===== src/rtl/dcache_evict.sv =====
// dcache_evict: line-eviction reader for the 4-way data cache.
//
// On an accepted start the victim tag/index/way are latched, then every word of the line is
// read through the data RAM's combinational port (one READ cycle per word), the victim way is
// selected and registered, and the word is offered to the memory write channel (SEND) under a
// valid/ready handshake together with its byte address {tag, index, offset, 2'b00}.
//
// Optional feature macro: DCACHE_EVICT_PARITY_EN adds o_mem_par, the XOR of o_mem_data,
// registered alongside the data.
//
// Ports:
//   i_clk, i_rst                 clock, synchronous active-high reset
//   i_start                      eviction request, sampled only in IDLE
//   i_ev_tag/i_ev_index/i_ev_way victim tag, set and way, captured on accepted start
//   o_busy                       high in READ, SEND and DONE
//   o_done                       one-cycle pulse after the last word is accepted
//   o_ram_index/o_ram_offset     data RAM read address (latched index, word counter)
//   o_ram_en                     data RAM enable, high only in READ
//   i_ram_dout0..i_ram_dout3     data RAM read data for ways 0-3
//   o_mem_valid/i_mem_ready      memory write channel handshake
//   o_mem_addr/o_mem_data        byte address and data of the offered word
//   o_mem_last                   marks the final word of the line
//   o_mem_par                    (parity build only) even parity of o_mem_data

`ifndef D_INDEX_WIDTH
`define D_INDEX_WIDTH 6
`endif
`ifndef D_WO_WIDTH
`define D_WO_WIDTH 3
`endif

module dcache_evict #(
    parameter int unsigned DataWidth   = 32,
    parameter int unsigned IndexWidth  = `D_INDEX_WIDTH,
    parameter int unsigned OffsetWidth = `D_WO_WIDTH,
    parameter int unsigned TagWidth    = 20,
    localparam int unsigned AddrWidth  = TagWidth + IndexWidth + OffsetWidth + 2
) (
    input  logic                   i_clk,
    input  logic                   i_rst,
    input  logic                   i_start,
    input  logic [TagWidth-1:0]    i_ev_tag,
    input  logic [IndexWidth-1:0]  i_ev_index,
    input  logic [1:0]             i_ev_way,
    output logic                   o_busy,
    output logic                   o_done,
    output logic [IndexWidth-1:0]  o_ram_index,
    output logic [OffsetWidth-1:0] o_ram_offset,
    output logic                   o_ram_en,
    input  logic [DataWidth-1:0]   i_ram_dout0,
    input  logic [DataWidth-1:0]   i_ram_dout1,
    input  logic [DataWidth-1:0]   i_ram_dout2,
    input  logic [DataWidth-1:0]   i_ram_dout3,
    output logic                   o_mem_valid,
    input  logic                   i_mem_ready,
    output logic [AddrWidth-1:0]   o_mem_addr,
    output logic [DataWidth-1:0]   o_mem_data,
`ifdef DCACHE_EVICT_PARITY_EN
    output logic                   o_mem_par,
`endif
    output logic                   o_mem_last
);

    typedef enum logic [1:0] {StIdle, StRead, StSend, StDone} state_e;

    state_e                 r_state;
    state_e                 w_state_next;
    logic [TagWidth-1:0]    r_tag;
    logic [IndexWidth-1:0]  r_index;
    logic [1:0]             r_way;
    logic [OffsetWidth-1:0] r_cnt;
    logic [DataWidth-1:0]   r_data;
    logic [DataWidth-1:0]   w_sel;
    logic                   w_cnt_last;

    // Counter is all ones on the final word; it never wraps inside a line.
    assign w_cnt_last = (r_cnt == {OffsetWidth{1'b1}});

    always_comb begin
        w_sel = '0;
        unique case (r_way)
            2'd0: w_sel = i_ram_dout0;
            2'd1: w_sel = i_ram_dout1;
            2'd2: w_sel = i_ram_dout2;
            2'd3: w_sel = i_ram_dout3;
            default: w_sel = '0;
        endcase
    end

    // State register
    always_ff @(posedge i_clk) begin
        if (i_rst) begin
            r_state <= StIdle;
        end else begin
            r_state <= w_state_next;
        end
    end

    // Next-state logic
    always_comb begin
        w_state_next = r_state;
        unique case (r_state)
            StIdle: if (i_start) w_state_next = StRead;
            StRead: w_state_next = StSend;
            StSend: begin
                if (i_mem_ready) begin
                    w_state_next = w_cnt_last ? StDone : StRead;
                end
            end
            StDone: w_state_next = StIdle;
            default: w_state_next = StIdle;
        endcase
    end

    // Outputs decoded from state (and the registered counter) only; i_mem_ready never
    // reaches an output combinationally.
    always_comb begin
        o_busy      = 1'b0;
        o_done      = 1'b0;
        o_ram_en    = 1'b0;
        o_mem_valid = 1'b0;
        o_mem_last  = 1'b0;
        unique case (r_state)
            StIdle: ;
            StRead: begin
                o_busy   = 1'b1;
                o_ram_en = 1'b1;
            end
            StSend: begin
                o_busy      = 1'b1;
                o_mem_valid = 1'b1;
                o_mem_last  = w_cnt_last;
            end
            StDone: begin
                o_busy = 1'b1;
                o_done = 1'b1;
            end
            default: ;
        endcase
    end

    // Datapath: latched victim, word counter and captured word. The counter only moves on a
    // handshake, so address and data stay put while the memory side stalls.
    always_ff @(posedge i_clk) begin
        if (i_rst) begin
            r_tag   <= '0;
            r_index <= '0;
            r_way   <= '0;
            r_cnt   <= '0;
            r_data  <= '0;
        end else begin
            unique case (r_state)
                StIdle: begin
                    if (i_start) begin
                        r_tag   <= i_ev_tag;
                        r_index <= i_ev_index;
                        r_way   <= i_ev_way;
                        r_cnt   <= '0;
                    end
                end
                StRead: r_data <= w_sel;
                StSend: begin
                    if (i_mem_ready && !w_cnt_last) begin
                        r_cnt <= r_cnt + OffsetWidth'(1);
                    end
                end
                StDone: ;
                default: ;
            endcase
        end
    end

`ifdef DCACHE_EVICT_PARITY_EN
    logic r_par;

    always_ff @(posedge i_clk) begin
        if (i_rst) begin
            r_par <= 1'b0;
        end else if (r_state == StRead) begin
            r_par <= ^w_sel;
        end
    end

    assign o_mem_par = r_par;
`endif

    assign o_ram_index  = r_index;
    assign o_ram_offset = r_cnt;
    assign o_mem_addr   = {r_tag, r_index, r_cnt, 2'b00};
    assign o_mem_data   = r_data;

endmodule


===== config.mk =====
export PLATFORM = sky130hd
export DESIGN_NAME = dcache_evict
export DESIGN_NICKNAME = d
export VERILOG_FILES = /design/src/rtl/dcache_evict.sv
export SDC_FILE = /design/constraint.sdc
export NUM_CORES = 1
export LEC_CHECK = 0
export BUFFER_PORTS_ARGS = -buffer_cell sky130_fd_sc_hd__buf_4
export CORE_AREA = 2 2 99 101
export DETAILED_ROUTE_END_ITERATION = 7
export DIE_AREA = 0 0 101 103
export PLACE_DENSITY_LB_ADDON = 0.05
export RECOVER_POWER = 25
export SKIP_CTS_REPAIR_TIMING = 1
export SYNTH_ARGS = -nofsm -noshare
export SYNTH_HDL_FRONTEND = slang
export SYNTH_SLANG_ARGS = --single-unit

===== constraint.sdc =====
create_clock -name i_clk -period 3 [get_ports i_clk]
set_clock_uncertainty 0.1 [all_clocks]
set_input_delay 0.3 -clock i_clk [delete_from_list [all_inputs] [get_ports i_clk]]
set_output_delay 0.3 -clock i_clk [all_outputs]
set_load 0.01 [all_outputs]

==> results.cfg <==
[status]
status = completed

[clock_network]
path_clk_slew_ns = 0.07
insertion_delay_ns = 0.33
cts_tree = built
cts_made_buffers = 9
root_buffer = clkbuf_8
h-tree-depth = 3
clock-sinks = 65
clk_path_buf_depth = 2

[sta]
max-slew-margin-rel = 0.525
worst_pin_slew_ns = 0.710
setup_viol = 0
setup_tns_ns = 0
clock.fmax_mhz = 548
report.final.slew_viol_count = 0
min_period_ns = 1.83
rsz0062_at_grt = no
hold_viol_final = 0
fin_crit_sh = 0.608

[floorplan]
dieArea_um2 = 10400
row_count = 36
core_region_area_um2 = 9460
die_x_um = 101
die_h_um = 103
initial_core_util = 0.337
num_io_pins = 237

[run]
maxCapViolCount = 0

[placement]
gp_congestion = 0.731
hpwlAfterDp_mm = 7.52
dp_cells = 662
portBuffers = 234

[layout]
drive_gt1_frac = 0.400
stdcell_count = 677
finish.utilization = 0.528
n_antenna_cell = 0
final_nets = 721
area_growth_pct = 56.6

[grt]
grt_pass1_vias = 3026
grt.total_usage = 0.179
antenna_found_initial = 0
grt_overflow_total = 0
grt_pass1_wl_mm = 14.7
grt_max_degree = 37

[route]
drc = 0
ant_nets = 0
wire_per_inst_um = 15.1
vias_per_cell = 4.76
dr.pass1.iters = 4
totalWireLength_mm = 10.2
vias = 3220
first_iter_violations = 76

[power]
power_density_nw_per_um2 = 448
power_leakage_nw = 2.45
vdd.ir_drop.worst_mv = 0.252
fin_total_pwr_mw = 2.24

[yosys]
synth_edf_count = 0
synth_cell_type_count = 25
synth_seq_cells = 65
synth.yosys.seq_area_share = 0.408
syn_avg_cell_area_um2 = 9.16
syn-instance-count = 348
async_flop_share = 0
synthFlopType = dfxtp_1
ys_warn_count = 0
synth_area_um2 = 3190

[setup_path]
cp_max_fo = 11
worstPathRequired_ns = 2.60
crit_start = r_state[1]$_SDFFE_PP0P_
end_kind = primary output
critPathKind = reg -> out
start_kind = flip-flop
crit_arrival_ns = 1.43
r2r-start = r_way[0]$_SDFFE_PP0P_

[min_path]
hold_path.class = in -> reg
hold_path.startpoint = i_ev_way[0]
-- placed cells by master (no fill, tap or decap), types with 3 or more instances in the layout --
cell type and instances:
a21oi_1 32, clkbuf_1 34, a21o_1 31, nand2_1 58, buf_4 205, nand3_1 3, nor2_1 3, dfxtp_1 64
clkbuf_8 13, mux2i_1 65, o22ai_1 31
-- synth_stat cells, drive strengths merged, types with 3 or more instances --
cell type | number | share of area
buf | 29 | 0.064
nand3 | 3 | 0.0047
o22ai | 31 | 0.061
a21o | 31 | 0.073
nand2 | 58 | 0.068
dfxtp | 65 | 0.41
mux2i | 65 | 0.20
a21oi | 32 | 0.050
nor2 | 4 | 0.0047
clkbuf | 12 | 0.014
-- cell type report --
cell class,count,area [um^2]
multi-input cells,243,1650
flip-flops and latches,65,1310
clock buffers,13,179
well taps,114,143
repair buffers,240,1690
fillers,931,4470
clock inverters,2,35.0
-- layer usage --
metal / up-vias / global-route usage / share of wire / routed length [um]
li1: 1642 / - / - / -
met1: 1432 / 0.217 / 0.41 / 4230
met3: 14 / 0.0461 / 0.077 / 785
met2: 132 / 0.304 / 0.49 / 5030
met4: 0 / 0.0717 / 0.017 / 178
met5: - / 0 / 0 / 0
-- cell families after synthesis --
group,after synthesis,synth area share
buf+inv,41,0.0781
mux,65,0.204
flops,65,0.408
other cells,1,0.00118
compound gates,95,0.187
fa+ha+maj,2,0.00784
simple gates,79,0.114
-- worst paths after layout --
path                                 endpoint  slack (ns)  cells after the start
setup / recovery                   o_mem_last        1.17                      3
setup reg to reg  o_mem_data[18]$_SDFFE_PP0P_        1.21                      4
hold reg to reg   o_mem_data[15]$_SDFFE_PP0P_        0.35                      1
hold / removal          r_way[0]$_SDFFE_PP0P_        0.11                      3
-- state kept, by name (all words and copies together) (netlist names) --
signal,cells
o_mem_data,32
o_ram_index,6
o_ram_offset,3
r_state,2
r_tag,20
r_way,2
-- worst max-delay path, cell delays in order (launching register included) --
cell     delay [ns]
dfxtp_1        0.56
nor2b_1        0.26
and2_1         0.16
buf_4          0.12
-- through the flow --
stage,setup WS (ns),cell area [um^2],hold WS (ns)
3_5_place_dp,1.15,4910,0.340
3_3_place_gp,1.17,4910,0.336
5_1_grt,1.01,4990,0.0981
2_1_floorplan,1.46,3190,0.333
4_1_cts,1.16,5120,0.0927
6_report,1.17,4990,0.108
-- power breakdown --
| group | internal, mW | switching [mW] | total, mW |
|---|---|---|---|
| Clock | 0.469 | 0.327 | 0.796 |
| Combinational | 0.278 | 0.199 | 0.477 |
| Sequential | 0.919 | 0.0463 | 0.966 |
| Total | 1.67 | 0.573 | 2.24 |
Note: power is estimated with default switching activity, not from simulation.
